$ cat src/rtl/ppi_pkg.sv
// Shared types and constants for the Group A strobed-mode handshake controller.
// State encoding is exported on the debug State port, so the values are fixed.
package ppi_pkg;

    typedef enum logic [1:0] {
        ST_IDLE     = 2'd0,
        ST_IN_FULL  = 2'd1,
        ST_OUT_PEND = 2'd2,
        ST_OUT_ACK  = 2'd3
    } state_e;

    localparam logic [2:0] INTE_A_IN_BIT  = 3'd4;
    localparam logic [2:0] INTE_A_OUT_BIT = 3'd6;

    // The port C bit that owns INTE depends on which direction Port A is using.
    function automatic logic bsrHitsInte(input logic [2:0] bitSel, input logic dirIn);
        return (dirIn && bitSel == INTE_A_IN_BIT) || (!dirIn && bitSel == INTE_A_OUT_BIT);
    endfunction

endpackage

$ cat src/rtl/edge_det.sv
// Registered edge detector for an active-low, clock-synchronous strobe.
// The sample register resets to 1 so an idle-high line never shows a false edge.
module edge_det (
    input  logic clk_i,
    input  logic reset_i,
    input  logic sig_i,
    output logic rise_o,
    output logic fall_o
);

    logic prev_q;

    always_ff @(posedge clk_i) begin
        if (reset_i) begin
            prev_q <= 1'b1;
        end else begin
            prev_q <= sig_i;
        end
    end

    assign fall_o = prev_q & ~sig_i;
    assign rise_o = ~prev_q & sig_i;

endmodule

$ cat src/rtl/handshake_ctrl_a.sv
// Group A strobed-mode (mode 1) handshake controller for Port A.
// Edges are detected against the registered pin values and acted on at that same clock edge.
module handshake_ctrl_a
    import ppi_pkg::*;
(
    input  logic       Clk,
    input  logic       Reset,
    input  logic       ModeEn,
    input  logic       DirIn,
    input  logic       STB_n,
    input  logic       ACK_n,
    input  logic       RD_n,
    input  logic       WR_n,
    input  logic       BsrValid,
    input  logic [2:0] BsrBit,
    input  logic       BsrVal,
    input  logic [7:0] PortIn,
    input  logic [7:0] CpuData,
    output logic [7:0] LatchData,
    output logic [7:0] PortOut,
    output logic       IBF,
    output logic       OBF_n,
    output logic       INTR,
    output logic       INTE,
    output logic [1:0] State
);

    logic stbRise, stbFall, ackRise, ackFall;
    logic rdRise, rdFall, wrRise, wrFall;

    edge_det u_stb (.clk_i(Clk), .reset_i(Reset), .sig_i(STB_n), .rise_o(stbRise), .fall_o(stbFall));
    edge_det u_ack (.clk_i(Clk), .reset_i(Reset), .sig_i(ACK_n), .rise_o(ackRise), .fall_o(ackFall));
    edge_det u_rd  (.clk_i(Clk), .reset_i(Reset), .sig_i(RD_n),  .rise_o(rdRise),  .fall_o(rdFall));
    edge_det u_wr  (.clk_i(Clk), .reset_i(Reset), .sig_i(WR_n),  .rise_o(wrRise),  .fall_o(wrFall));

    state_e     state_q, state_d;
    logic [7:0] latch_q, latch_d;
    logic [7:0] portOut_q, portOut_d;
    logic       ibf_q, ibf_d;
    logic       obfN_q, obfN_d;
    logic       intr_q, intr_d;
    logic       inte_q, inte_d;
    logic       dirPrev_q;
    logic       dirChange;

    assign dirChange = ModeEn && (dirPrev_q != DirIn);

    always_ff @(posedge Clk) begin
        dirPrev_q <= DirIn;
        if (Reset) begin
            state_q   <= ST_IDLE;
            latch_q   <= 8'h00;
            portOut_q <= 8'h00;
            ibf_q     <= 1'b0;
            obfN_q    <= 1'b1;
            intr_q    <= 1'b0;
            inte_q    <= 1'b0;
        end else begin
            state_q   <= state_d;
            latch_q   <= latch_d;
            portOut_q <= portOut_d;
            ibf_q     <= ibf_d;
            obfN_q    <= obfN_d;
            intr_q    <= intr_d;
            inte_q    <= inte_d;
        end
    end

    always_comb begin
        state_d   = state_q;
        latch_d   = latch_q;
        portOut_d = portOut_q;
        ibf_d     = ibf_q;
        obfN_d    = obfN_q;
        intr_d    = intr_q;
        inte_d    = inte_q;

        // Leaving the mode or flipping direction abandons any handshake but keeps the data latches.
        if (!ModeEn || dirChange) begin
            state_d = ST_IDLE;
            ibf_d   = 1'b0;
            obfN_d  = 1'b1;
            intr_d  = 1'b0;
            inte_d  = 1'b0;
        end else begin
            if (BsrValid && bsrHitsInte(BsrBit, DirIn)) begin
                inte_d = BsrVal;
            end

            if (DirIn) begin
                case (state_q)
                    ST_IDLE: begin
                        if (stbFall) begin
                            latch_d = PortIn;
                            ibf_d   = 1'b1;
                            state_d = ST_IN_FULL;
                        end
                    end
                    ST_IN_FULL: begin
                        if (stbRise && inte_q) begin
                            intr_d = 1'b1;
                        end
                        // A strobe landing on the read-completion edge refills the latch at once.
                        if (rdRise) begin
                            if (stbFall) begin
                                latch_d = PortIn;
                            end else begin
                                ibf_d   = 1'b0;
                                state_d = ST_IDLE;
                            end
                        end
                    end
                    default: ;
                endcase
                if (rdFall) begin
                    intr_d = 1'b0;
                end
            end else begin
                if (wrFall) begin
                    intr_d = 1'b0;
                end
                case (state_q)
                    ST_IDLE: begin
                        if (wrRise) begin
                            portOut_d = CpuData;
                            obfN_d    = 1'b0;
                            state_d   = ST_OUT_PEND;
                        end
                    end
                    ST_OUT_PEND: begin
                        if (wrRise) begin
                            portOut_d = CpuData;
                            obfN_d    = 1'b0;
                        end else if (ackFall) begin
                            obfN_d  = 1'b1;
                            state_d = ST_OUT_ACK;
                        end
                    end
                    ST_OUT_ACK: begin
                        if (ackRise) begin
                            intr_d  = inte_q;
                            state_d = ST_IDLE;
                        end
                    end
                    default: ;
                endcase
            end

            if (!inte_d) begin
                intr_d = 1'b0;
            end
        end
    end

    assign LatchData = latch_q;
    assign PortOut   = portOut_q;
    assign IBF       = ibf_q;
    assign OBF_n     = obfN_q;
    assign INTR      = intr_q;
    assign INTE      = inte_q;
    assign State     = state_q;

endmodule

$ cat config.mk
export PLATFORM = sky130hd
export DESIGN_NAME = handshake_ctrl_a
export DESIGN_NICKNAME = d
export VERILOG_FILES = /design/src/rtl/ppi_pkg.sv /design/src/rtl/edge_det.sv /design/src/rtl/handshake_ctrl_a.sv
export SDC_FILE = /design/constraint.sdc
export NUM_CORES = 1
export LEC_CHECK = 0
export CAP_MARGIN = 20
export CORE_UTILIZATION = 42
export DETAILED_ROUTE_END_ITERATION = 10
export PLACE_DENSITY = 0.79
export SLEW_MARGIN = 20
export SYNTH_ARGS = -nofsm -noshare
export SYNTH_HDL_FRONTEND = slang
export SYNTH_HIERARCHICAL = 1
export SYNTH_SLANG_ARGS = --single-unit
$ cat constraint.sdc
create_clock -name Clk -period 1.7 [get_ports Clk]
set_clock_uncertainty 0.15 [all_clocks]
set_input_delay 0.17 -clock Clk [delete_from_list [all_inputs] [get_ports Clk]]
set_output_delay 0.17 -clock Clk [all_outputs]
set_load 0.01 [all_outputs]
==> impl_metrics.yaml <==
status:
  status: "finished clean"
worst_setup_path:
  critPathKind: "reg -> out"
  worst-path-buf-inv: 1
  worst_path_largest_cell_delay_ns: 0.57
  critical-path-top-delay-family: "buffers and inverters"
  worst_path_max_delay_cell: "clkdlybuf4s50_1"
  path_cells: "clkdlybuf4s50_1"
  arrival_ns: 1.32
  endpoint_kind: "primary output"
  required_ns: 1.38
  crit_path_start_kind: "flop"
  path_max_fanout: 4
route:
  wl_um: 3204
  drt-initial-drc-count: 24
  drt_pass1_iterations: 5
  routedWlPerCell_um: 14.11
  ant_nets: 0
  drc: 0
  via_per_inst: 5.520
  vias: 1253
global_routing:
  antenna_found_initial: 0
  grt_overflow: 0
  grt.total_usage: 0.2103
  grt_max_degree: 17
  grt_pass1_wl_um: 5299
  first_global_vias: 1275
timing:
  setup_viol: 0
  period_share: 0.9658
  slew_headroom: 0.7403
  holdWs_ns: 0.2344
  worst_pin_slew_ns: 0.3884
  fin_crit_ns: 1.642
  hold_viol: 0
  fmax_ghz: 0.6091
  rsz0062_at_grt: "false"
  maxSlewViolCount: 0
synthesis:
  syn-cell-area_mm2: 0.001214
  yosys.area.top_type_share: 0.4454
  syn_inst: 135
  synthTopCellsByArea: "dfxtp_1 (45%), mux2i_1 (6.6%), o21ai_0 (4.9%), a21oi_1 (4.1%), nand3_1 (3.7%)"
  synth-seq-cells: 27
  syn_nets: 164
  yosysWarnings: 6
  synth-seq-area-share: 0.4454
  ys.flop_type: "dfxtp_1"
  ys_types: 37
  synth_area_per_cell_um2: 8.990
  async_flop_share: 0
  synth_edf_count: 0
  yosys.area.top_type: "dfxtp_1"
die:
  die_area_mm2: 0.003109
  die_w_um: 55.76
  ios: 51
  dieHeight_um: 55.76
  core_mm2: 0.002758
  rows: 19
  start_util: 0.4401
finish:
  drive_gt1_frac: 0.1327
  nets: 226
  area_delta_synth_final_pct: 52.99
  n_antenna_cell: 0
  finish.utilization: 0.6733
clocking:
  tritoncts: "yes"
  cts_root_buf: "clkbuf_4"
  clock_latency_ns: 0.32
  ctsHoldBuffers: 0
  cts_max_level: 1
  clock_path_buffers: 2
  clk_pin_slew_ns: 0.15
  numCtsBuffers: 3
  clock-sinks: 27
pwr:
  power_per_cell_area_mw_per_mm2: 617.3
  vdd_drop_max_mv: 0.4460
  p_leak_nw: 0.7351
job:
  maxCapViolCount: 0
placed_design:
  dpl.hpwl_um: 2424
  port_buffers: 50
  gp_congestion: 0.8482
min_path:
  min_path_type: "in -> reg"
-- stage by stage --
stage | setup WS [ns] | cell area, um2 | setup TNS [ns] | instances | total power [mW]
floorplan | 0.1335 | 1214 | 0 | 135 | 0.7491
global placement | -0.1951 | 1815 | -2.996 | 222 | 0.8604
detailed placement | -0.2774 | 1815 | -4.282 | 222 | 0.8691
CTS | 0.05424 | 1849 | 0 | 226 | 1.152
global route | 0.005598 | 1857 | 0 | 227 | 1.196
finish | 0.05822 | 1857 | 0 | 227 | 1.146
-- per-layer routing --
layer / track usage / part of all wire / wire [um] / vias up
li1: - / - / - / 605
met1: 0.2504 / 0.39 / 1256 / 594
met2: 0.3752 / 0.53 / 1709 / 50
met3: 0.02791 / 0.066 / 211 / 4
met4: 0.09286 / 0.0084 / 27 / 0
met5: 0 / 0 / 0 / -
-- cell usage after synthesis (all sizes together) (2+ instances only) --
cell	count
and2b	6
nand2	2
nand4	3
nor3	2
or2	5
nor2	10
nand3b	2
inv	4
nor2b	7
a31oi	3
clkbuf	3
a21oi	10
nand3	9
mux2i	8
o221a	2
nand2b	2
buf	5
o21ai	12
dfxtp	27
a41oi	2
-- cell usage in the layout (no fill, tap or decap), types with 2 or more instances in the layout --
| cell type | Yosys | routed |
|---|---|---|
| a21oi_1 | 10 | 10 |
| a31oi_1 | 3 | 3 |
| a41oi_1 | 2 | 2 |
| and2b_1 | 5 | 5 |
| buf_4 | 0 | 15 |
| clkbuf_4 | 0 | 3 |
| clkdlybuf4s50_1 | 0 | 50 |
| dfxtp_1 | 27 | 26 |
| inv_1 | 3 | 3 |
| mux2i_1 | 8 | 8 |
| nand2_1 | 2 | 2 |
| nand2b_1 | 2 | 2 |
| nand3_1 | 9 | 9 |
| nand3b_1 | 2 | 2 |
| nand4_1 | 3 | 3 |
| nor2_1 | 10 | 10 |
| nor2b_1 | 6 | 6 |
| nor3_1 | 2 | 2 |
| o21ai_0 | 12 | 12 |
| or2_1 | 4 | 4 |
-- layout make-up --
| type | count | area [um2] |
|---|---|---|
| Clock buffer | 3 | 22.52 |
| Clock inverter | 1 | 7.507 |
| Fill cell | 235 | 900.9 |
| Inverter | 4 | 15.01 |
| Multi-Input combinational cell | 96 | 615.6 |
| Sequential cell | 27 | 544.3 |
| Tap cell | 31 | 38.79 |
| Timing Repair Buffer | 65 | 613.1 |
-- what timing repair did --
item / in CTS / in global routing
pin swaps: 0 / 1
setup buffers: 0 / 1
endpoints found under the setup margin: 1 / 1
gates resized for setup: 2 / 0
-- path summary, 6_finish.rpt --
path	start	end	slack, ns	cells past startpoint
worst min-delay path	PortIn[4]	LatchData[4]	0.23	3
worst min register to register	LatchData[4]	LatchData[4]	0.33	2
worst max-delay path	INTE	INTE	0.06	1
worst max register to register	u_stb/prev_q	State[1]	0.09	5
-- where the power goes --
part / switching [mW] / total [mW] / internal [mW]
Sequential: 0.00910 / 0.655 / 0.646
Clock: 0.197 / 0.287 / 0.0899
Combinational: 0.0814 / 0.204 / 0.123
-- kinds of logic after synthesis --
group | after synthesis | share of synthesized area
and+or+nand+nor | 52 | 0.2485
AOI/OAI and AO/OA | 34 | 0.1784
DFF | 27 | 0.4454
buffers and inverters | 12 | 0.04742
muxes | 8 | 0.06598
xor gates and xnor gates | 2 | 0.01444
Power figures use the tool's default switching activity.
